--- config.mk ---
export PLATFORM = sky130hd
export DESIGN_NAME = uart_tx_fifo
export DESIGN_NICKNAME = d
export VERILOG_FILES = /design/src/rtl/uart_tx_fifo.sv
export SDC_FILE = /design/constraint.sdc
export NUM_CORES = 1
export LEC_CHECK = 0
export CORE_MARGIN = 1
export CORE_UTILIZATION = 63
export DETAILED_ROUTE_END_ITERATION = 12
export DONT_BUFFER_PORTS = 1
export GPL_TIMING_DRIVEN = 1
export PLACE_DENSITY = 0.81
export SYNTH_ARGS = -nofsm -noshare
export SYNTH_HDL_FRONTEND = slang
export SYNTH_SLANG_ARGS = --single-unit
--- constraint.sdc ---
create_clock -name clk -period 3.27 [get_ports clk]
set_clock_uncertainty 0.2 [all_clocks]
set_input_delay 0.327 -clock clk [delete_from_list [all_inputs] [get_ports clk]]
set_output_delay 0.327 -clock clk [all_outputs]
set_load 0.02 [all_outputs]
--- src/rtl/uart_tx_fifo.sv ---
// 8N1 UART transmitter fed by a small byte FIFO so that byte-strobe producers never stall.
// The TX line is registered. Bytes are sent LSB first, and there is one IDLE cycle between frames.
module uart_tx_fifo #(
    parameter int CLKS_PER_BIT = 104,
    parameter int FIFO_DEPTH   = 8,
    parameter int ADDR_W       = 3
) (
    input  logic              clk,
    input  logic              rst,
    input  logic              tx_data_rdy,
    input  logic [7:0]        tx_data,
    output logic              uart_txd,
    output logic              tx_busy,
    output logic              fifo_empty,
    output logic              fifo_full,
    output logic [ADDR_W:0]   fifo_count,
    output logic              overflow
);
    localparam int BAUD_W = $clog2(CLKS_PER_BIT);
    localparam logic [BAUD_W-1:0] BAUD_LAST = BAUD_W'(CLKS_PER_BIT - 1);
    localparam logic [ADDR_W:0]   FULL_CNT  = (ADDR_W+1)'(FIFO_DEPTH);

    typedef enum logic [1:0] {IDLE, START, DATA, STOP} state_t;

    state_t              state, state_n;
    logic [BAUD_W-1:0]   baud, baud_n;
    logic [2:0]          bit_idx, bit_n;
    logic [7:0]          shift, shift_n;
    logic                txd_n;
    logic [7:0]          mem [FIFO_DEPTH];
    logic [ADDR_W-1:0]   wr_ptr, rd_ptr;
    logic                push, pop;

    assign fifo_empty = (fifo_count == '0);
    assign fifo_full  = (fifo_count == FULL_CNT);
    assign tx_busy    = (state != IDLE);
    // Full is judged on the registered count, so a same-cycle pop cannot rescue a write.
    assign push       = tx_data_rdy && !fifo_full;

    always_ff @(posedge clk) begin
        if (push) mem[wr_ptr] <= tx_data;
    end

    always_ff @(posedge clk or negedge rst) begin
        if (!rst) begin
            wr_ptr     <= '0;
            rd_ptr     <= '0;
            fifo_count <= '0;
            overflow   <= 1'b0;
        end else begin
            if (push) wr_ptr <= wr_ptr + 1'b1;
            if (pop)  rd_ptr <= rd_ptr + 1'b1;
            if (tx_data_rdy && fifo_full) overflow <= 1'b1;
            case ({push, pop})
                2'b10:   fifo_count <= fifo_count + 1'b1;
                2'b01:   fifo_count <= fifo_count - 1'b1;
                default: fifo_count <= fifo_count;
            endcase
        end
    end

    always_ff @(posedge clk or negedge rst) begin
        if (!rst) begin
            state    <= IDLE;
            baud     <= '0;
            bit_idx  <= '0;
            shift    <= '0;
            uart_txd <= 1'b1;
        end else begin
            state    <= state_n;
            baud     <= baud_n;
            bit_idx  <= bit_n;
            shift    <= shift_n;
            uart_txd <= txd_n;
        end
    end

    // The line level is computed for the next state, so uart_txd changes on the same edge as the state.
    always_comb begin
        state_n = state;
        baud_n  = baud;
        bit_n   = bit_idx;
        shift_n = shift;
        txd_n   = uart_txd;
        pop     = 1'b0;
        case (state)
            IDLE: begin
                txd_n = 1'b1;
                if (!fifo_empty) begin
                    pop     = 1'b1;
                    shift_n = mem[rd_ptr];
                    state_n = START;
                    baud_n  = '0;
                    txd_n   = 1'b0;
                end
            end
            START: begin
                if (baud == BAUD_LAST) begin
                    state_n = DATA;
                    baud_n  = '0;
                    bit_n   = '0;
                    txd_n   = shift[0];
                end else begin
                    baud_n = baud + 1'b1;
                end
            end
            DATA: begin
                if (baud == BAUD_LAST) begin
                    baud_n = '0;
                    if (bit_idx == 3'd7) begin
                        state_n = STOP;
                        txd_n   = 1'b1;
                    end else begin
                        bit_n = bit_idx + 3'd1;
                        txd_n = shift[bit_n];
                    end
                end else begin
                    baud_n = baud + 1'b1;
                end
            end
            STOP: begin
                if (baud == BAUD_LAST) begin
                    state_n = IDLE;
                    baud_n  = '0;
                end else begin
                    baud_n = baud + 1'b1;
                end
            end
            default: state_n = IDLE;
        endcase
    end
endmodule

==> metrics.md <==
| Metric | Value |
|---|---|
| Status | complete, no violations |
| Routability cong. | between 0.7 and 0.8 |
| Maxcap violations | 0 |
| 1st-pass router iterations | 4 |
| CTS H-Tree Depth | 3 |
| Ys Warns | 0 |
| Seq cells post-synth | 96 |
| Worst min-delay path class | in2reg |
| CP peak stage delay | 0.66 ns |
| Aggregate global routing overflow | 0 |
| Tot GR Track Use | 21.8% |
| Async S/R FF share, synth | 33.3% |
| Synth Area in Compound Gates | 5.69% |
| Crit end category | register |
| IO Pins | 20 |
| Logic gate share of total power | 33.2% |
| Starting density of the core | 65.4% |
| CTS tree | done |
| Crit Path Max Fanout | 9 |
| Dominant synthesized flop cell | edfxtp_1 |
| Number of global-route vias before repair | 2356 |
| IR drop worst, VDD | roughly 0.52 mV |
| Clock Latency Late Sink | 0.35 ns |
| Synth Cell Area | 4180 um^2 |
| R2R Setup Slk | 0.54 ns |
| Setup Slack @ Placement | 0.564 ns |
| CP arrival | 2.76 ns |
| Req. time, crit path | around 3.3 ns |
| Multiplexer share of the synthesized area | 12.7% |
| NumNets Final | 324 |
| Vias post-DR | 2281 |
| # rows | 29 |
| CP max-delay cell | dfrtp_1 |
| CP delay by family, top | flip-flops |
| Fraction of layout cells with a size suffix above 1 | 18.0% |
| Cell mode on critical path | xor2_1 |
| Synth Area in Simple Gates | 8.72% |
| Synth cell types | 48 |
| Syn Inst Count | 274 |
| Buf/Inv on CP | 1 |
| Post-route ant nets | 0 |
| Clock power frac | between 10% and 20% |
| WP depth | 10 |
| Initial drt markers | 119 |
| Critical Path Sink | fifo_count[2] |
| Clock Path Buffers | 2 |
| Postcts setup bufs | 0 |
| Final setup vio count | 0 |
| XOR/XNOR Fraction of Synth Area | between 1.5 and 2% |
| Lkg Pwr | 1.74 nW |
| Die height | 83.4 um |
| Top-area cell type share of the netlist area | 46.0% |
| Core area | 6390 um^2 |
| Adder-Cell Fraction of Synth Area | roughly 3.9% |
| FMAX | around 0.37 GHz |
| P&R area growth vs syn | 10.8% |
| Crit-path cells | nor4b_2, nor2b_1, inv_1, ha_1, xor2_1, ha_1, a21oi_1, xor2_1, nor2_1, xor2_1 |
| Clock sink count | between 90 and 100 |
| Final WS setup | 0.536 ns |
| Post-synthesis sequential area ratio | 65.2% |
| Number of synthesized flops with an enable pin | 64 |
| Clk root buf | clkbuf_8 |
| Num CTS Buffers | 9 |
| FF-to-FF Start | fifo_count[1] |
| Antenna violations before repair | 0 |
| Final wirelength | 6950 um |
| Final Critical Period | 2.73 ns |
| Switching part of the total | 35.1% |
| CTS clk-pin slew, worst paths | 0.10 ns |
| Fillers | between 300 and 400 |
| Main combinational cell family by area after synthesis | multiplexers |
| Largest net degree at the start of global routing | 33 |
| # DRC | 0 |
| Critical path startpoint | fifo_count[1] |
| Area of the die | 6960 um^2 |
| Final Hold Vio Count | 0 |
| Avg WL per Cell | ~18 um |
| First-pass GRT wire length | between 10000 and 15000 um |
| Crit Path Class | reg2reg |
| Period utilization | 83.6% |
| RSZ-0062 raised after global routing | no |
| Setup TNS | 0 ns |
| Int Pwr | 2.54 mW |
| Max Slew Vio Count | 0 |
| Sw Pwr | 1.38 mW |
| Ant diodes | 0 |
| Dpl hpwl | 4650 um |
| Post-cts resize count | 0 |
| Synth area leader | edfxtp_1 |
| Fin Hold WS | approximately 0.085 ns |
| Slew @ Worst Pin | 0.809 ns |
| PD cells | 846 nW/um^2 |
| Die width | approximately 83 um |
| Syn nets | 298 |
| R2R Path End | fifo_count[2] |
| Via-to-Cell Ratio | 5.97 |
| Main area contributors after synthesis | edfxtp_1, dfrtp_1, mux4_2 |
| Element type at the critical path start | register |
| Synthesized area per cell | 15.2 um^2 |
| FF-to-FF path depth | 10 |
| Max_slew headroom | 46.1% |
| Port buffer count | 0 |
| Sequential share of power | 48.7% |
-- cell families after synthesis --
group	count (synthesis)
simple gates	70
buf+inv	18
flops	96
mux	31
compound gates	37
fa+ha+maj	13
xor+xnor	9
-- through the flow --
step	total power, mW	instances	cell area (um^2)	utilization, %
after floorplan	2.90	274	4180	-
after global placement	3.15	355	4330	67.7
after detailed placement	3.21	355	4330	67.7
after CTS	3.95	382	4630	72.5
after global routing	4.17	382	4630	72.5
final	3.92	382	4630	72.5
-- tightest hold or removal path, cell delays in order --
cell,delay [ns]
nor2b_1,0.16
nand2_1,0.08
nand2_1,0.04
-- placed cells by master, fill, tap and decap left out, drive strengths merged, types with 2 or more instances in the layout --
master,Yosys,routed
mux2,3,3
xor2,4,4
nand3,7,7
a41oi,2,2
nand2,27,27
dlygate4sd3,0,10
nor4,2,2
a21oi,4,4
edfxtp,64,64
nor2b,4,4
ha,13,13
nor3,4,4
mux4,17,17
clkbuf,2,9
inv,9,14
dfrtp,31,31
xnor2,5,5
nand2b,5,5
and3,3,3
o21ai,16,16
mux2i,11,11
o211ai,4,4
buf,7,14
nor2,11,11
-- state kept, by name, indices dropped and copies added (netlist names) --
name / flops
bit_idx: 3
mem: 64
rd_ptr: 3
uart_txd: 1
state: 2
overflow: 1
fifo_count: 4
wr_ptr: 3
shift: 8
baud: 7
-- worst min-delay path by stage --
stage,startpoint,to,slack [ns],cells after the start
detailed placement,rst,baud[3],-0.17,0
floorplan,rst,baud[0],-0.17,0
finish,tx_data_rdy,wr_ptr[1],0.08,3
global placement,rst,baud[5],-0.17,0
CTS,tx_data_rdy,wr_ptr[1],0.06,3
global route,tx_data_rdy,wr_ptr[1],0.07,3
-- timing repair --
action | CTS | global route
hold endpoints to repair | 97 | 0
setup endpoints to repair | 0 | 0
hold buffers | 11 | 0
-- final cells by class --
type | count | area, um^2 | area share [%]
clock buffers | 9 | 124 | 2.68
clock inverters | 7 | 58.8 | 1.27
inverters | 9 | 33.8 | 0.730
multi-input cells | 160 | 1370 | 29.7
flip-flops and latches | 96 | 2720 | 58.9
well taps | 77 | 96.3 | 2.08
repair buffers | 24 | 218 | 4.70
-- power groups by stage --
stage / combinational [mW] / sequential, mW / clock, mW
after CTS: 1.32 / 1.90 / 0.732
final: 1.30 / 1.91 / 0.712
after floorplan: 1.10 / 1.80 / 0
after global placement: 1.24 / 1.91 / 0
after detailed placement: 1.28 / 1.93 / 0
after global routing: 1.45 / 1.94 / 0.778
-- layer usage --
layer  vias up  share of wire [%]  GRT usage (%)
met5         -                  0              0
met4         0                2.3           10.3
met3        15                3.5           3.88
met2        52                 50           35.1
met1      1121                 45           29.3
li1       1093                  -              -
-- synthesized netlist by cell type, drive strengths merged, types with 2 or more instances --
cell    number
nand3        7
nor4         2
a41oi        2
nand2b       5
mux4        17
o211ai       4
clkbuf       2
edfxtp      64
mux2         3
nand2       27
mux2i       11
buf          7
nor2        11
xnor2        5
dfrtp       31
nor3         4
and3         3
a21oi        4
nor2b        4
inv          9
xor2         4
ha          13
o21ai       16
No activity file was read; power rests on OpenSTA's default activity.
